==> src/rtl/systolic_pkg.sv <==
`default_nettype none
// ============================================================================
//  Module   : systolic_pkg
//  Purpose  : Shared state encoding and sizing helpers for the systolic
//             array sequencer and its operand skew lines.
//  Revision : 1.0 - initial release
// ============================================================================
package systolic_pkg;

  // Sequencer states
  typedef enum logic [2:0] {
    S_IDLE  = 3'd0,
    S_CLEAR = 3'd1,
    S_FEED  = 3'd2,
    S_DRAIN = 3'd3,
    S_READ  = 3'd4,
    S_DONE  = 3'd5
  } state_t;

  // Cycles needed for the last wavefront to cross an n x n array
  function automatic int drain_cycles(input int n);
    return 2 * n;
  endfunction

  // Bits needed to number the rows of an n x n array
  function automatic int row_w(input int n);
    return $clog2(n);
  endfunction

  // Low bit of lane i in an n-lane vector of w-bit lanes (lane 0 in the MSBs)
  function automatic int lane_lo(input int n, input int w, input int i);
    return (n - 1 - i) * w;
  endfunction

endpackage
`default_nettype wire

==> src/rtl/systolic_controller_skew.sv <==
`default_nettype none
// ============================================================================
//  Module   : skew_buffer
//  Purpose  : Delays lane i of an operand vector by i cycles so the vector
//             enters the systolic array as a diagonal wavefront. Lanes whose
//             delayed valid is low drive zero.
//  Revision : 1.0 - initial release
// ============================================================================
module skew_buffer
  import systolic_pkg::*;
#(
  parameter int ARRAY_SIZE = 16,
  parameter int DATA_WIDTH = 16
) (
  input  logic                             clk,
  input  logic                             rst,
  input  logic [ARRAY_SIZE*DATA_WIDTH-1:0] vec_i,
  input  logic                             valid_i,
  output logic [ARRAY_SIZE*DATA_WIDTH-1:0] vec_o
);

  for (genvar i = 0; i < ARRAY_SIZE; i++) begin : g_lane
    localparam int LO = lane_lo(ARRAY_SIZE, DATA_WIDTH, i);

    if (i == 0) begin : g_pass
      assign vec_o[LO +: DATA_WIDTH] = valid_i ? vec_i[LO +: DATA_WIDTH] : '0;
    end else begin : g_delay
      logic [i-1:0][DATA_WIDTH-1:0] data_q;
      logic [i-1:0]                 valid_q;

      // Shift lane data together with its valid so bubbles stay aligned
      always_ff @(posedge clk) begin
        if (rst) begin
          data_q  <= '0;
          valid_q <= '0;
        end else begin
          data_q[0]  <= vec_i[LO +: DATA_WIDTH];
          valid_q[0] <= valid_i;
          for (int s = 1; s < i; s++) begin
            data_q[s]  <= data_q[s-1];
            valid_q[s] <= valid_q[s-1];
          end
        end
      end

      assign vec_o[LO +: DATA_WIDTH] = valid_q[i-1] ? data_q[i-1] : '0;
    end
  end

endmodule
`default_nettype wire

==> src/rtl/systolic_controller.sv <==
`default_nettype none
// ============================================================================
//  Module   : systolic_controller
//  Purpose  : Sequencer for an ARRAY_SIZE x ARRAY_SIZE systolic array:
//             clear, fetch K operand vectors, skew them onto the array
//             edges, drain the wavefront, then stream out result rows.
//  Revision : 1.0 - initial release
// ============================================================================
module systolic_controller
  import systolic_pkg::*;
#(
  parameter int ARRAY_SIZE = 16,
  parameter int DATA_WIDTH = 16,
  parameter int K_MAX      = 256,
  parameter int ADDR_WIDTH = 8
) (
  input  logic                              clk,
  input  logic                              rst,
  input  logic                              start,
  input  logic [ADDR_WIDTH:0]               k_len,
  output logic                              busy,
  output logic                              done,
  output logic                              a_rd_en,
  output logic [ADDR_WIDTH-1:0]             a_rd_addr,
  input  logic [ARRAY_SIZE*DATA_WIDTH-1:0]  a_rd_data,
  output logic                              b_rd_en,
  output logic [ADDR_WIDTH-1:0]             b_rd_addr,
  input  logic [ARRAY_SIZE*DATA_WIDTH-1:0]  b_rd_data,
  output logic                              array_clear,
  output logic                              accumulate_enable,
  output logic                              read_enable,
  output logic [31:0]                       row_index,
  output logic [ARRAY_SIZE*DATA_WIDTH-1:0]  west_inputs,
  output logic [ARRAY_SIZE*DATA_WIDTH-1:0]  north_inputs,
  input  logic [ARRAY_SIZE*DATA_WIDTH-1:0]  array_results,
  output logic                              res_valid,
  input  logic                              res_ready,
  output logic [ARRAY_SIZE*DATA_WIDTH-1:0]  res_data,
  output logic [$clog2(ARRAY_SIZE)-1:0]     res_row
);

  localparam int DRAIN_CYCLES = drain_cycles(ARRAY_SIZE);
  localparam int ROW_W        = row_w(ARRAY_SIZE);
  localparam int DRN_W        = $clog2(DRAIN_CYCLES) + 1;
  localparam int DRAIN_LAST_I = DRAIN_CYCLES - 1;
  localparam int ROW_LAST_I   = ARRAY_SIZE - 1;

  localparam logic [ADDR_WIDTH:0] K_MAX_V    = K_MAX[ADDR_WIDTH:0];
  localparam logic [DRN_W-1:0]    DRAIN_INIT = DRAIN_LAST_I[DRN_W-1:0];
  localparam logic [ROW_W:0]      ROW_LAST   = ROW_LAST_I[ROW_W:0];

  state_t                state_q;
  logic [ADDR_WIDTH:0]   k_len_q;
  logic [ADDR_WIDTH:0]   feed_cnt_q;
  logic [DRN_W-1:0]      drain_cnt_q;
  logic [ROW_W:0]        row_q;
  logic                  rd_en_q;
  logic [ADDR_WIDTH-1:0] rd_addr_q;
  logic                  rd_valid_q;
  logic                  clear_q;
  logic                  acc_en_q;
  logic                  read_en_q;
  logic                  res_valid_q;
  logic                  done_q;
  logic                  busy_q;

  logic                  k_ok;
  logic [ADDR_WIDTH:0]   feed_cnt_d;

  assign k_ok       = (k_len != '0) && (k_len <= K_MAX_V);
  assign feed_cnt_d = feed_cnt_q + 1'b1;

  // Sequencer: state, counters and every control output registered together
  always_ff @(posedge clk) begin
    if (rst) begin
      state_q     <= S_IDLE;
      k_len_q     <= '0;
      feed_cnt_q  <= '0;
      drain_cnt_q <= '0;
      row_q       <= '0;
      rd_en_q     <= 1'b0;
      rd_addr_q   <= '0;
      clear_q     <= 1'b0;
      acc_en_q    <= 1'b0;
      read_en_q   <= 1'b0;
      res_valid_q <= 1'b0;
      done_q      <= 1'b0;
      busy_q      <= 1'b0;
    end else begin
      unique case (state_q)
        S_IDLE: begin
          if (start && k_ok) begin
            state_q <= S_CLEAR;
            k_len_q <= k_len;
            busy_q  <= 1'b1;
            clear_q <= 1'b1;
          end
        end
        S_CLEAR: begin
          state_q    <= S_FEED;
          clear_q    <= 1'b0;
          rd_en_q    <= 1'b1;
          rd_addr_q  <= '0;
          feed_cnt_q <= '0;
          acc_en_q   <= 1'b1;
        end
        S_FEED: begin
          if (feed_cnt_d == k_len_q) begin
            state_q     <= S_DRAIN;
            rd_en_q     <= 1'b0;
            rd_addr_q   <= '0;
            feed_cnt_q  <= '0;
            drain_cnt_q <= DRAIN_INIT;
          end else begin
            feed_cnt_q <= feed_cnt_d;
            rd_addr_q  <= feed_cnt_d[ADDR_WIDTH-1:0];
          end
        end
        S_DRAIN: begin
          if (drain_cnt_q == '0) begin
            state_q     <= S_READ;
            acc_en_q    <= 1'b0;
            read_en_q   <= 1'b1;
            res_valid_q <= 1'b1;
            row_q       <= '0;
          end else begin
            drain_cnt_q <= drain_cnt_q - 1'b1;
          end
        end
        S_READ: begin
          if (res_ready) begin
            if (row_q == ROW_LAST) begin
              state_q     <= S_DONE;
              read_en_q   <= 1'b0;
              res_valid_q <= 1'b0;
              row_q       <= '0;
              done_q      <= 1'b1;
            end else begin
              row_q <= row_q + 1'b1;
            end
          end
        end
        S_DONE: begin
          state_q <= S_IDLE;
          done_q  <= 1'b0;
          busy_q  <= 1'b0;
        end
        default: state_q <= S_IDLE;
      endcase
    end
  end

  // Read data returns one cycle after the strobe; track it for the skew lines
  always_ff @(posedge clk) begin
    if (rst) rd_valid_q <= 1'b0;
    else     rd_valid_q <= rd_en_q;
  end

  skew_buffer #(
    .ARRAY_SIZE (ARRAY_SIZE),
    .DATA_WIDTH (DATA_WIDTH)
  ) u_skew_west (
    .clk     (clk),
    .rst     (rst),
    .vec_i   (a_rd_data),
    .valid_i (rd_valid_q),
    .vec_o   (west_inputs)
  );

  skew_buffer #(
    .ARRAY_SIZE (ARRAY_SIZE),
    .DATA_WIDTH (DATA_WIDTH)
  ) u_skew_north (
    .clk     (clk),
    .rst     (rst),
    .vec_i   (b_rd_data),
    .valid_i (rd_valid_q),
    .vec_o   (north_inputs)
  );

  assign busy              = busy_q;
  assign done              = done_q;
  assign a_rd_en           = rd_en_q;
  assign a_rd_addr         = rd_addr_q;
  assign b_rd_en           = rd_en_q;
  assign b_rd_addr         = rd_addr_q;
  assign array_clear       = clear_q;
  assign accumulate_enable = acc_en_q;
  assign read_enable       = read_en_q;
  assign row_index         = 32'(row_q);
  assign res_valid         = res_valid_q;
  assign res_row           = row_q[ROW_W-1:0];
  assign res_data          = res_valid_q ? array_results : '0;

endmodule
`default_nettype wire

==> config.mk <==
export PLATFORM = sky130hd
export DESIGN_NAME = systolic_controller
export DESIGN_NICKNAME = d
export VERILOG_FILES = /design/src/rtl/systolic_pkg.sv /design/src/rtl/systolic_controller_skew.sv /design/src/rtl/systolic_controller.sv
export SDC_FILE = /design/constraint.sdc
export NUM_CORES = 2
export LEC_CHECK = 0
export CORE_AREA = 2 2 629 631
export CTS_CLUSTER_DIAMETER = 150
export DETAILED_ROUTE_END_ITERATION = 6
export DIE_AREA = 0 0 631 633
export GPL_TIMING_DRIVEN = 0
export PLACE_DENSITY = 0.58
export SETUP_SLACK_MARGIN = 0.4
export SLEW_MARGIN = 0
export SYNTH_ARGS = -nofsm -noshare
export SYNTH_HDL_FRONTEND = slang
export SYNTH_SLANG_ARGS = --single-unit
==> constraint.sdc <==
create_clock -name clk -period 2.2 [get_ports clk]
set_input_delay 0.33 -clock clk [delete_from_list [all_inputs] [get_ports clk]]
set_output_delay 0.33 -clock clk [all_outputs]
set_load 0.005 [all_outputs]
# [After elaboration in Yosys (flattened, before gate mapping)]
# Index checks and enable logic that the tools add are counted.
[op_classes] n_lt_le_gt_ge=1 n_shift=0 mux=64 bitwise=0 div_mod_pow=0 n_reduce_logical=22 add_sub_neg=3 eq_ne=13 n_mul=0
[op_table] operator="$mux W16" n=32
[op_table] operator="$mux W256" n=1
[op_table] operator="$pmux W9 S2" n=1
[op_table] operator="$pmux W8 S2" n=1
[op_table] operator="$mux W3" n=5
[op_table] operator="$mux W5" n=3
[op_table] operator="$pmux W3 S5" n=1
[op_table] operator="$reduce_bool A2 Y1" n=7
[op_table] operator="$mux W6" n=2
[op_table] operator="$ne A2 B2 Y1 const B" n=6
[op_table] operator="$pmux W1 S2" n=6
[op_table] operator="$pmux W6 S2" n=1
[op_table] operator="$pmux W5 S2" n=1
[op_table] operator="$reduce_and A2 Y1" n=5
[op_table] operator="$add A9 B1 Y9 const B" n=1
[op_table] operator="$eq A9 B9 Y1" n=1
[op_table] operator="$le A9 B9 Y1 const B" n=1
[op_table] operator="$mux W9" n=1
[op_table] operator="$reduce_and A3 Y1" n=3
[op_table] operator="$reduce_bool A9 Y1" n=1
[op_table] operator="$mux W1" n=8
[op_table] operator="$mux W8" n=1
[op_table] operator="$eq A3 B2 Y1 const B" n=2
[op_table] operator="$eq A3 B3 Y1 const B" n=2
[op_table] operator="other kinds (9)" n=10
[word_totals] elab_cells=385 out_inout_bits=828 mem_count=0 mem_bits_rw=0 inputBits=781 register_bits=4126 latch_bits=0 rom_bits=0

# [Logic depth before layout (Yosys ltp)]
[depth] depth_word=5 ltp_mapped=9 mapped_depth_nobuf=8

# [By module]
# A second synthesis with hierarchy kept.
[unflattened] cells_unflattened=9286 area_unflattened_um2=111555.7
[modules_own_cells] module="skew_buffer" area_each_um2=53716.5 cells_per_inst=4357 instances=2
[modules_own_cells] module="systolic_controller" area_each_um2=4122.7 cells_per_inst=572 instances=1

# [Worst setup path after synthesis]
# OpenSTA, ideal clock, no wires.
[synth_timing] kind="register to register" start="register feed_cnt_q[0]" end="register feed_cnt_q[2]" slack_ns=0.075 t_arrival_ns=2.053 required_ns=2.128 period_less_slack_ns=2.125 path_buffers=1 stages_incl_launch_ff=10 cell_sequence="dfxtp_1 ha_1 nand3_1 mux2i_1 mux2i_1 a22o_1 a211oi_2 buf_4 a21oi_1 mux2i_1"
[synth_between] elab_chain_len=4
[synth_lines] item="start, declared" line_no="systolic_controller.sv:54" rtl="logic [ADDR_WIDTH:0] feed_cnt_q;"
[synth_lines] item="start signal, assigned" line_no="systolic_controller.sv:115" rtl="feed_cnt_q <= feed_cnt_d;"
[synth_lines] item="$add A9 B1 Y9 (*)" line_no="systolic_controller.sv:71" rtl="assign feed_cnt_d = feed_cnt_q + 1'b1;"
[synth_lines] item="$eq A9 B9 Y1" line_no="systolic_controller.sv:108" rtl="if (feed_cnt_d == k_len_q) begin"
[synth_lines] item="$mux W9 (*)" line_no="systolic_controller.sv:108"
[synth_lines] item="$pmux W9 S2 (*)" line_no="systolic_controller.sv:90" rtl="unique case (state_q)"
# Every way passes the cells marked *; elsewhere a longest branch is shown, timed or not.
# A chain may end at the register's enable or synchronous reset.

# [Worst setup path in the final report]
[layout_timing] start="register res_valid_q (netlist: res_valid)" end="output res_data[203]"
[layout_between] elab_chain_len=1
[layout_lines] item="start, declared" line_no="systolic_controller.sv:63" rtl="logic res_valid_q;"
[layout_lines] item="start signal, assigned" line_no="systolic_controller.sv:86" rtl="res_valid_q <= 1'b0;"
[layout_lines] item="start signal, assigned" line_no="systolic_controller.sv:124" rtl="res_valid_q <= 1'b1;"
[layout_lines] item="start signal, assigned" line_no="systolic_controller.sv:135" rtl="res_valid_q <= 1'b0;"
[layout_lines] item="$mux W256" line_no="systolic_controller.sv:193" rtl="assign res_data = res_valid_q ? array_results : '0;"
[layout_lines] item="end, declared" line_no="systolic_controller.sv:38" rtl="output logic [ARRAY_SIZE*DATA_WIDTH-1:0] res_data,"
# Every way passes these cells.

==> flow_metrics.tcl <==
set metrics [dict create \
    cpMaxStageDelayCell "dlygate4sd2_1" \
    cts.sinks 3894 \
    layout.nets 12700 \
    fmax_mhz 352 \
    finalCritPeriodShare 1.29 \
    grt_pass1_vias 63000 \
    setup_violations 1122 \
    holdPathStages 2 \
    min_period_ns 2.84 \
    path_cells "buf_12, clkbuf_16, buf_4, clkbuf_8, and2_1, dlygate4sd2_1" \
    yosysUniqueCellTypes 50 \
    gp_congestion 0.935 \
    maxSlewViolCount 0 \
    final_common_cell "dfxtp_1" \
    fin_hold_ws_ns 0.0668 \
    critPathKind "register to output port" \
    path_buf_inv 5 \
    clk_latency_ns 0.96 \
    io_buffers 1581 \
    postSynthCellCount 9274 \
    reg2reg_from "feed_cnt_q[4]" \
    rows 230 \
    grt_antenna_before_repair 114 \
    rsz0062_at_grt "yes" \
    required_ns 1.87 \
    power_density_nw_per_um2 950 \
    reg2reg_depth 9 \
    syn_area_um2 110000 \
    max_stage_delay_ns 0.46 \
    worstMarginPinSlew_ns 1.08 \
    p_leak_nw 62.9 \
    peakVddDrop_uv 682 \
    cts_tree "done" \
    synth_ff_type "dfxtp_1" \
    holdPathEnd "u_skew_north.g_lane[15].g_delay.data_q[8]" \
    yosysSeqAreaShare 0.706 \
    yosysWarnings 0 \
    htree_levels 5 \
    num_io_pins 1609 \
    ys_seq_elements 3894 \
    vias 65300 \
    hold_class "primary input to register" \
    drc 0 \
    path_delay_family "buffers and inverters" \
    track_usage 0.168 \
    violations "setup timing" \
    overflow 0 \
    dpl_worst_slack_ns -2.77 \
    final_area_um2 155000 \
    fin_ws_ns -0.644 \
    place_hpwl_mm 275 \
    synth_edf_count 0 \
    r2r_slack_ns -0.19 \
    status "finished with violations" \
    wire_per_inst_um 20.1 \
    end_kind "output port" \
    critPathArrivalTime_ns 2.51 \
    r2r-end "feed_cnt_q[5]" \
    clockBufferDepth 4 \
    die_w_um 631 \
    die_area_um2 399000 \
    drtIter0Drc 2064 \
    start_util 0.282 \
    antenna_left 0 \
    hold_violations 0 \
    area_growth_pct 40.2 \
    slew_headroom 0.281 \
    postSynthAreaPerCell_um2 11.9 \
    first_pass_iters 5 \
    hold_path_startpoint "b_rd_data[8]" \
    cts-buffers-inserted 393 \
    drv_cap 0 \
    cp-start-kind "register" \
    root_buffer "clkbuf_16" \
    via_per_inst 3.72 \
    postPlaceCellArea_um2 133000 \
    finalSetupTns_ns -251.01 \
    mostFrequentLayoutCells "3873 x dfxtp_1, 3861 x nor2b_1, 1002 x clkdlybuf4s50_1" \
    ys_async_sr_fraction 0 \
    layout-drive-gt1-share 0.143 \
    path_max_fanout 10 \
    drt_wl_total_mm 352 \
    core_area_um2 392000 \
    die_y_um 633 \
    clk_pin_slew_ns 0.06 \
    fin_skew_ns 0.0519 \
    grt_max_degree 17 \
    grt_pass1_wl_mm 470 \
    nFillCells 37600 \
]
through the flow:
step	power [mW]	std cells	utilization
final	147	17600	0.395
after global placement	79.1	16100	0.339
after CTS	149	17300	0.389
after detailed placement	79.1	16100	0.340
after floorplan	75.7	9300	-
after global routing	153	17500	0.395
cells in the mapped netlist (all sizes together) (2+ instances only):
cell / n / area [um^2]
and3: 3 / 18.8
nor4: 6 / 52.6
nand2b: 4 / 25.0
ha: 4 / 50.1
nor2b: 3861 / 24200
nor3b: 2 / 15.0
nor2: 24 / 92.6
clkbuf: 506 / 1900
o21ai: 7 / 35.0
dfxtp: 3894 / 78000
a311oi: 2 / 17.5
a21oi: 24 / 120
nand3: 12 / 65.1
or2: 2 / 12.5
a211oi: 7 / 72.6
inv: 8 / 30.0
and2: 771 / 4820
xor2: 9 / 78.8
mux2i: 15 / 150
nor3: 6 / 46.3
or4: 2 / 15.0
a22o: 3 / 26.3
buf: 59 / 419
xnor2: 7 / 61.3
nand2: 22 / 85.1
worst max-delay path by stage:
stage	start	end	slack [ns]	cells past startpoint
2_1_floorplan	feed_cnt_q[0]	feed_cnt_q[2]	0.22	9
4_1_cts	res_valid	res_data[172]	-0.76	5
3_5_place_dp	rst	u_skew_north.g_lane[11].g_delay.data_q[162]	-2.77	6
6_report	res_valid	res_data[203]	-0.64	6
3_3_place_gp	rst	u_skew_north.g_lane[8].g_delay.data_q[39]	-4.24	6
5_1_grt	res_valid	res_data[118]	-0.70	5
what timing repair did:
item / 4_1_cts / 5_1_grt
hold endpoints to repair: 450 / 1
setup endpoints to repair: 4491 / 4119
hold buffers: 450 / 1
cloned: 6 / 26
resized for setup: 872 / 1679
pin swaps: 10 / 24
setup buffers: 39 / 125
per-layer routing:
metal	share of wire	vias to the layer above	global-route usage
li1	-	33300	-
met1	0.34	29600	0.156
met2	0.55	1589	0.333
met3	0.059	665	0.0452
met4	0.056	68	0.0846
met5	0.0012	-	0
cells by family after synthesis:
| kind of cell | share of synthesized area |
|---|---|
| and+or+nand+nor | 0.267 |
| DFF | 0.706 |
| muxes | 0.00150 |
| AOI/OAI and AO/OA | 0.00308 |
| buffers and inverters | 0.0213 |
| xor gates and xnor gates | 0.00127 |
| other | 0.0000340 |
| adders and majority gates | 0.000453 |
sequential cells by signal (all words and copies together), names as in the netlist, 3 cells and up:
signal                               flops
u_skew_west.g_lane.g_delay.data_q     1920
k_len_q                                  9
u_skew_west.g_lane.g_delay.valid_q       3
drain_cnt_q                              6
state_q                                  3
row_q                                    5
feed_cnt_q                               9
u_skew_north.g_lane.g_delay.valid_q     12
u_skew_north.g_lane.g_delay.data_q    1920
report_power, final:
group | total (mW) | switching [mW] | internal, mW
combinational | 6.24 | 3.06 | 3.18
sequential | 72.1 | 0.312 | 71.8
clock | 68.8 | 28.0 | 40.8
worst register-to-register path, delay by kind of cell (launching register included):
kind            cells  cell delay, ns
compound gates      3            0.42
buf+inv             2            0.43
flops               1            0.42
mux                 1            0.09
simple gates        3            0.91
cell type report:
class	instances	area [um^2]	share of cell area
inverters	8	30.0	0.000194
multi-input cells	4833	31000	0.200
clock buffers	561	11300	0.0728
plain buffers	565	3260	0.0211
flip-flops and latches	3894	78000	0.504
repair buffers	2232	22100	0.142
clock inverters	158	2410	0.0156
diodes	88	220	0.00142
well taps	5220	6530	0.0422
Note: power is estimated with default switching activity, not from simulation.
